File: config.mk
export PLATFORM = sky130hd
export DESIGN_NAME = mipse
export DESIGN_NICKNAME = d
export VERILOG_FILES = /design/src/rtl/mipse.sv
export SDC_FILE = /design/constraint.sdc
export NUM_CORES = 2
export LEC_CHECK = 0
export CAP_MARGIN = 20
export CORE_MARGIN = 2
export CORE_UTILIZATION = 50
export DETAILED_ROUTE_END_ITERATION = 10
export GPL_TIMING_DRIVEN = 1
export MAX_ROUTING_LAYER = met4
export PLACE_DENSITY = 0.69
export SLEW_MARGIN = 20
export SYNTH_ARGS = -nofsm -noshare
export SYNTH_HDL_FRONTEND = slang
export SYNTH_SLANG_ARGS = --single-unit
File: constraint.sdc
create_clock -name clk -period 164.5 [get_ports clk]
set_input_delay 49.35 -clock clk [delete_from_list [all_inputs] [get_ports clk]]
set_output_delay 49.35 -clock clk [all_outputs]
set_load 0.02 [all_outputs]
File: src/rtl/mipse.sv
// Five-stage MIPS subset pipeline (IF/ID/EX/MEM/WB) with hazard control.
// Define MIPSE_FORWARD_EN to enable EX-operand forwarding; otherwise ID stalls on pending writes.
module mipse #(
  parameter logic [31:0] RESET_PC = 32'h0000_0000
) (
  input  logic        clk,
  input  logic        rst_n,
  input  logic [31:0] instr,
  input  logic [31:0] readdata,
  output logic [31:0] pc,
  output logic [31:0] aluout,
  output logic [31:0] writedata,
  output logic        memwrite
);

  typedef enum logic [2:0] {ALU_ADD, ALU_SUB, ALU_AND, ALU_OR, ALU_SLT, ALU_LUI} alu_op_e;

  typedef struct packed {
    logic       reg_write;
    logic       mem_read;
    logic       mem_write;
    logic       branch;
    logic       bne;
    logic       alu_imm;
    alu_op_e    alu_op;
    logic [4:0] dst;
  } ctrl_t;

  localparam ctrl_t CTRL_NOP = '0;

  logic [31:0] r_pc, r_d_instr, r_d_pc4;
  ctrl_t       r_e_ctrl;
  logic [31:0] r_e_a, r_e_b, r_e_imm, r_e_pc4;
  logic        r_m_reg_write, r_m_mem_read, r_m_mem_write;
  logic [4:0]  r_m_dst;
  logic [31:0] r_m_alu, r_m_wd;
  logic        r_w_reg_write;
  logic [4:0]  r_w_dst;
  logic [31:0] r_w_data;
  logic [31:0] r_rf [32];

  logic [4:0]  w_rs, w_rt;
  logic [31:0] w_rs_val, w_rt_val, w_imm, w_jtarget;
  ctrl_t       w_ctrl;
  logic        w_use_rs, w_use_rt, w_jump, w_rtype_ok;
  logic [31:0] w_fa, w_fb, w_srcb, w_alu, w_btarget;
  logic        w_taken, w_hit_e, w_hazard;
  logic        stall;

  assign w_rs      = r_d_instr[25:21];
  assign w_rt      = r_d_instr[20:16];
  assign w_jtarget = {r_d_pc4[31:28], r_d_instr[25:0], 2'b00};

  // NOTE: every output of a combinational block is defaulted first so no path leaves it unassigned, which would infer a latch.
  always_comb begin
    w_ctrl     = CTRL_NOP;
    w_imm      = {{16{r_d_instr[15]}}, r_d_instr[15:0]};
    w_use_rs   = 1'b0;
    w_use_rt   = 1'b0;
    w_jump     = 1'b0;
    w_rtype_ok = 1'b0;
    case (r_d_instr[31:26])
      6'h00: begin
        w_rtype_ok = 1'b1;
        case (r_d_instr[5:0])
          6'h20:   w_ctrl.alu_op = ALU_ADD;
          6'h22:   w_ctrl.alu_op = ALU_SUB;
          6'h24:   w_ctrl.alu_op = ALU_AND;
          6'h25:   w_ctrl.alu_op = ALU_OR;
          6'h2a:   w_ctrl.alu_op = ALU_SLT;
          default: w_rtype_ok    = 1'b0;
        endcase
        if (w_rtype_ok) begin
          w_ctrl.reg_write = 1'b1;
          w_ctrl.dst       = r_d_instr[15:11];
          w_use_rs         = 1'b1;
          w_use_rt         = 1'b1;
        end
      end
      6'h08, 6'h0a, 6'h0c, 6'h0d, 6'h0f, 6'h23: begin
        w_ctrl.reg_write = 1'b1;
        w_ctrl.alu_imm   = 1'b1;
        w_ctrl.dst       = w_rt;
        w_use_rs         = (r_d_instr[31:26] != 6'h0f);
        w_ctrl.mem_read  = (r_d_instr[31:26] == 6'h23);
        case (r_d_instr[31:26])
          6'h0a:   w_ctrl.alu_op = ALU_SLT;
          6'h0c:   w_ctrl.alu_op = ALU_AND;
          6'h0d:   w_ctrl.alu_op = ALU_OR;
          6'h0f:   w_ctrl.alu_op = ALU_LUI;
          default: w_ctrl.alu_op = ALU_ADD;
        endcase
        if (r_d_instr[31:26] inside {6'h0c, 6'h0d, 6'h0f})
          w_imm = {16'h0, r_d_instr[15:0]};
      end
      6'h2b: begin
        w_ctrl.mem_write = 1'b1;
        w_ctrl.alu_imm   = 1'b1;
        w_use_rs         = 1'b1;
        w_use_rt         = 1'b1;
      end
      6'h04, 6'h05: begin
        w_ctrl.branch = 1'b1;
        w_ctrl.bne    = r_d_instr[26];
        w_use_rs      = 1'b1;
        w_use_rt      = 1'b1;
      end
      6'h02:   w_jump = 1'b1;
      default: ;
    endcase
  end

  // Register read sees the value being written back this same cycle.
  assign w_rs_val = (w_rs == 5'd0) ? 32'h0 :
                    (r_w_reg_write && r_w_dst == w_rs) ? r_w_data : r_rf[w_rs];
  assign w_rt_val = (w_rt == 5'd0) ? 32'h0 :
                    (r_w_reg_write && r_w_dst == w_rt) ? r_w_data : r_rf[w_rt];

  assign w_hit_e = r_e_ctrl.reg_write && r_e_ctrl.dst != 5'd0 &&
                   ((w_use_rs && w_rs == r_e_ctrl.dst) || (w_use_rt && w_rt == r_e_ctrl.dst));

`ifdef MIPSE_FORWARD_EN
  logic [4:0] r_e_rs, r_e_rt;

  assign w_fa = (r_m_reg_write && r_m_dst != 5'd0 && r_m_dst == r_e_rs) ? r_m_alu :
                (r_w_reg_write && r_w_dst != 5'd0 && r_w_dst == r_e_rs) ? r_w_data : r_e_a;
  assign w_fb = (r_m_reg_write && r_m_dst != 5'd0 && r_m_dst == r_e_rt) ? r_m_alu :
                (r_w_reg_write && r_w_dst != 5'd0 && r_w_dst == r_e_rt) ? r_w_data : r_e_b;
  assign w_hazard = w_hit_e && r_e_ctrl.mem_read;

  always_ff @(posedge clk or posedge rst_n) begin
    if (rst_n) begin
      r_e_rs <= '0;
      r_e_rt <= '0;
    end else begin
      r_e_rs <= w_rs;
      r_e_rt <= w_rt;
    end
  end
`else
  assign w_fa = r_e_a;
  assign w_fb = r_e_b;
  assign w_hazard = w_hit_e ||
                    (r_m_reg_write && r_m_dst != 5'd0 &&
                     ((w_use_rs && w_rs == r_m_dst) || (w_use_rt && w_rt == r_m_dst)));
`endif

  assign w_srcb    = r_e_ctrl.alu_imm ? r_e_imm : w_fb;
  assign w_taken   = r_e_ctrl.branch && ((w_fa == w_fb) ^ r_e_ctrl.bne);
  assign w_btarget = r_e_pc4 + {r_e_imm[29:0], 2'b00};
  // A taken branch flushes the instruction that would have stalled.
  assign stall     = w_hazard && !w_taken;

  always_comb begin
    w_alu = '0;
    case (r_e_ctrl.alu_op)
      ALU_ADD: w_alu = w_fa + w_srcb;
      ALU_SUB: w_alu = w_fa - w_srcb;
      ALU_AND: w_alu = w_fa & w_srcb;
      ALU_OR:  w_alu = w_fa | w_srcb;
      ALU_SLT: w_alu = {31'h0, $signed(w_fa) < $signed(w_srcb)};
      ALU_LUI: w_alu = {w_srcb[15:0], 16'h0};
      default: w_alu = '0;
    endcase
  end

  // NOTE: state updates use non-blocking assignments so every stage samples the previous cycle's values.
  always_ff @(posedge clk or posedge rst_n) begin
    if (rst_n) begin
      r_pc          <= RESET_PC;
      r_d_instr     <= '0;
      r_d_pc4       <= '0;
      r_e_ctrl      <= CTRL_NOP;
      r_e_a         <= '0;
      r_e_b         <= '0;
      r_e_imm       <= '0;
      r_e_pc4       <= '0;
      r_m_reg_write <= 1'b0;
      r_m_mem_read  <= 1'b0;
      r_m_mem_write <= 1'b0;
      r_m_dst       <= '0;
      r_m_alu       <= '0;
      r_m_wd        <= '0;
      r_w_reg_write <= 1'b0;
      r_w_dst       <= '0;
      r_w_data      <= '0;
      // NOTE: the register file is cleared on reset because its architectural reset state is all zeros.
      for (int i = 0; i < 32; i++) r_rf[i] <= '0;
    end else begin
      if (w_taken)      r_pc <= w_btarget;
      else if (!stall)  r_pc <= w_jump ? w_jtarget : r_pc + 32'd4;

      if (w_taken || w_jump) begin
        r_d_instr <= '0;
      end else if (!stall) begin
        r_d_instr <= instr;
        r_d_pc4   <= r_pc + 32'd4;
      end

      r_e_ctrl <= (w_taken || stall) ? CTRL_NOP : w_ctrl;
      r_e_a    <= w_rs_val;
      r_e_b    <= w_rt_val;
      r_e_imm  <= w_imm;
      r_e_pc4  <= r_d_pc4;

      r_m_reg_write <= r_e_ctrl.reg_write;
      r_m_mem_read  <= r_e_ctrl.mem_read;
      r_m_mem_write <= r_e_ctrl.mem_write;
      r_m_dst       <= r_e_ctrl.dst;
      r_m_alu       <= w_alu;
      r_m_wd        <= w_fb;

      r_w_reg_write <= r_m_reg_write;
      r_w_dst       <= r_m_dst;
      r_w_data      <= r_m_mem_read ? readdata : r_m_alu;

      if (r_w_reg_write && r_w_dst != 5'd0) r_rf[r_w_dst] <= r_w_data;
    end
  end

  assign pc        = r_pc;
  assign aluout    = r_m_alu;
  assign writedata = r_m_wd;
  assign memwrite  = r_m_mem_write;

endmodule

==> impl_results.md <==
- Most used DFF post-synth: dfrtp_1
- DR WL/cell: 30.6 µm
- Width of the die: 387 µm
- Post-DP HPWL: 142000 µm
- Hold path depth: 0
- Compound-cell area share of the yosys netlist: 7.43%
- Gpl congestion: 0.965
- Fin worst setup slack: 112290 ps
- Routed wl met3: 19100 µm
- Area growth syn-to-layout: 11.2%
- CP Data Arrival Time: 52950 ps
- Met1 Wirelength: 92200 µm
- Share of cells above drive strength 1: 36.5%
- Final cell count without fillers: 7490
- First-pass iteration count of the detailed router: 6
- Core area: 146000 µm²
- CTS buffer count: 145
- H-tree Lvls: 4
- Minimum clock period after layout: 52210 ps
- Overflow after GRT: 0
- Mapped Cells: 5551
- EDFF count, synth: 0
- Fmax: 0.0192 GHz
- CP Capture Type: asynchronous set/reset pin
- CTS clock-pin slew for the worst setup and hold paths: 60 ps
- Nets: 5660
- Die Footprint: 150000 µm²
- CP Launch Type: input pin
- Port Buffers: 162
- Sink Count: 1357
- Syn_area_per_cell: 13.2 µm²
- Yosys warns: 0
- FF+latch count, synth: 1357
- Status: complete, no violations
- Vias: 49883
- CP required: 165240 ps
- Rows: 140
- Hold Buf Count CTS: 0
- Die Ht: 387 µm
- Post-Syn Area: 73500 µm²
- Final Max Slew Viols: 0
- Crit Path Max Fanout: 168
- Worst Tran Pin Value: 1240 ps
- Setup Viol. Count Final: 0
- Final period utilization: 31.7%
- Antenna violation net count after detailed routing: 0
- Max-cap violation count: 0
- Vias in the first global route: 50489
- Initial Utilization: 50.4%
- Setup Crit Path Kind: in -> async
- Final TNS setup: 0 ps
- Global-route usage over all layers: 31.5%
- Post-synthesis sequential area ratio: 46.2%
- Post-CTS Setup Bufs: 0
- Worst skew pair latency: 800 ps
- Mux contribution to synthesized area: 34.6%
- Xor and xnor fraction of the mapped netlist area: 1.66%
- Largest family of logic cells by synthesized area: multiplexers
- Bufs on Longest Clock Path: 3
- RSZ-0062 raised after global routing: false
- Simple-gate share of the synthesized area: 4.32%
- Final hold vios: 0
- Root buf cell: clkbuf_16
- Synth Area in Adders: 2.40%
- Most frequent cell after synthesis: dfrtp_1
- Highest Signal Layer: met4
- First-pass GRT wire length: 342000 µm
- Setup Skew: 29.7 ps
- TritonCTS clock tree: done
- Unique masters post-synth: 81
- Total Wirelength: 229000 µm
- Pwr dens: 9.94 nW/µm²
- Worst slew margin: 17.3%
- Antenna violations before repair: 5
- Post-synth top area cell: dfrtp_1
- Synth top cells by count: dfrtp_1, mux2_2, mux4_2
- Synthesized Nets: 5756
- Largest net degree at the start of global routing: 170
- Synth async-reset ratio: 100%
- Placed insts: 7223
- Drt initial violations: 5342
- Class of the worst hold path: reg -> reg
- DR vias/cell: 6.66
- Setup WS pre-CTS: 111310 ps
- R2R depth: 14
- CTS resizes: 0
- DRC Markers: 0
- VDD IR max: 7.71 µV
- Met2 routed WL: 107000 µm
- Area contributors post-synth: dfrtp_1, mux2_2, mux4_2
- Number of I/O pins: 163
- Post-synth top area share: 46.2%
- Leak Pwr: 37.0 nW
-- routing by layer --
layer / up-vias / GRT usage [%]
met5: - / -
met4: 0 / 13.0
met3: 552 / 6.45
met2: 2265 / 48.5
met1: 26362 / 40.9
li1: 20704 / -
-- state kept, by name (all words and copies together) (netlist names) --
| signal | count |
|---|---|
| pc | 32 |
| r_e_a | 32 |
| r_e_b | 32 |
| r_e_ctrl | 14 |
| r_m_mem_read | 1 |
| r_d_pc4 | 32 |
| r_rf | 1024 |
| r_m_reg_write | 1 |
| memwrite | 1 |
| r_m_dst | 5 |
| r_w_dst | 5 |
| aluout | 32 |
| r_w_reg_write | 1 |
| r_d_instr | 32 |
| r_w_data | 32 |
| r_e_imm | 17 |
| writedata | 32 |
| r_e_pc4 | 32 |
-- per-stage QoR --
stage	power [W]	instance area, µm²	utilization (%)	hold WS, ps
final	0.000812	81700	56.1	371
after global routing	0.000840	81700	56.1	378
after CTS	0.000815	81700	56.0	368
after detailed placement	0.000473	76700	52.6	355
after global placement	0.000472	76700	52.6	345
after floorplan	0.000435	73500	-	331
-- layout make-up --
type / count / area, µm²
fillers: 11735 / 64000
multi-input cells: 3556 / 37300
clock buffers: 204 / 4230
well taps: 1917 / 2400
flip-flops and latches: 1357 / 34000
inverters: 112 / 428
diodes: 5 / 12.5
repair buffers: 283 / 2670
clock inverters: 56 / 723
-- final timing paths --
path,endpoint,slack [ps],from
min in group asynchronous,r_e_b[25],49080,rst_n
max in group clk,pc[9],113150,pc[9]
setup reg to reg,aluout[30],159230,r_e_ctrl[8]
setup / recovery,r_rf[320],112290,rst_n
hold / removal,r_e_pc4[25],370,r_d_pc4[25]
hold reg to reg,r_e_pc4[25],370,r_d_pc4[25]
-- worst max-delay path, cell delays in order --
cell and delay (ps):
clkdlybuf4s50_1 490, inv_8 480, buf_4 870, buf_4 750, buf_12 560
-- layout by cell type, fill, tap and decap left out, drive strengths merged, types with 65 or more instances in the layout --
| master | count |
|---|---|
| o22ai | 65 |
| ha | 136 |
| a211oi | 83 |
| nor2 | 215 |
| inv | 119 |
| xnor2 | 100 |
| clkbuf | 204 |
| o21ai | 144 |
| buf | 121 |
| nand2 | 225 |
| mux4 | 498 |
| clkdlybuf4s50 | 162 |
| mux2 | 1093 |
| dfrtp | 1357 |
| mux2i | 190 |
| a21oi | 175 |
-- kinds of logic (layout without fill, tap and decap cells) --
family,count (synthesis),in the layout
AO/OA/AOI/OAI,807,807
XOR/XNOR,139,139
adder cells (fa/ha/maj),139,139
buffers and inverters,638,655
flip-flops,1357,1357
multiplexers,1781,1781
other,0,5
AND/OR/NAND/NOR,690,690
-- report_power, final --
group          internal (W)  switching [W]  leakage (nW)
clock network      0.000204       0.000139          2.45
registers          0.000347      0.0000178          18.6
logic             0.0000416      0.0000631          16.0
total              0.000593       0.000219          37.0
Note: power is estimated with default switching activity, not from simulation.
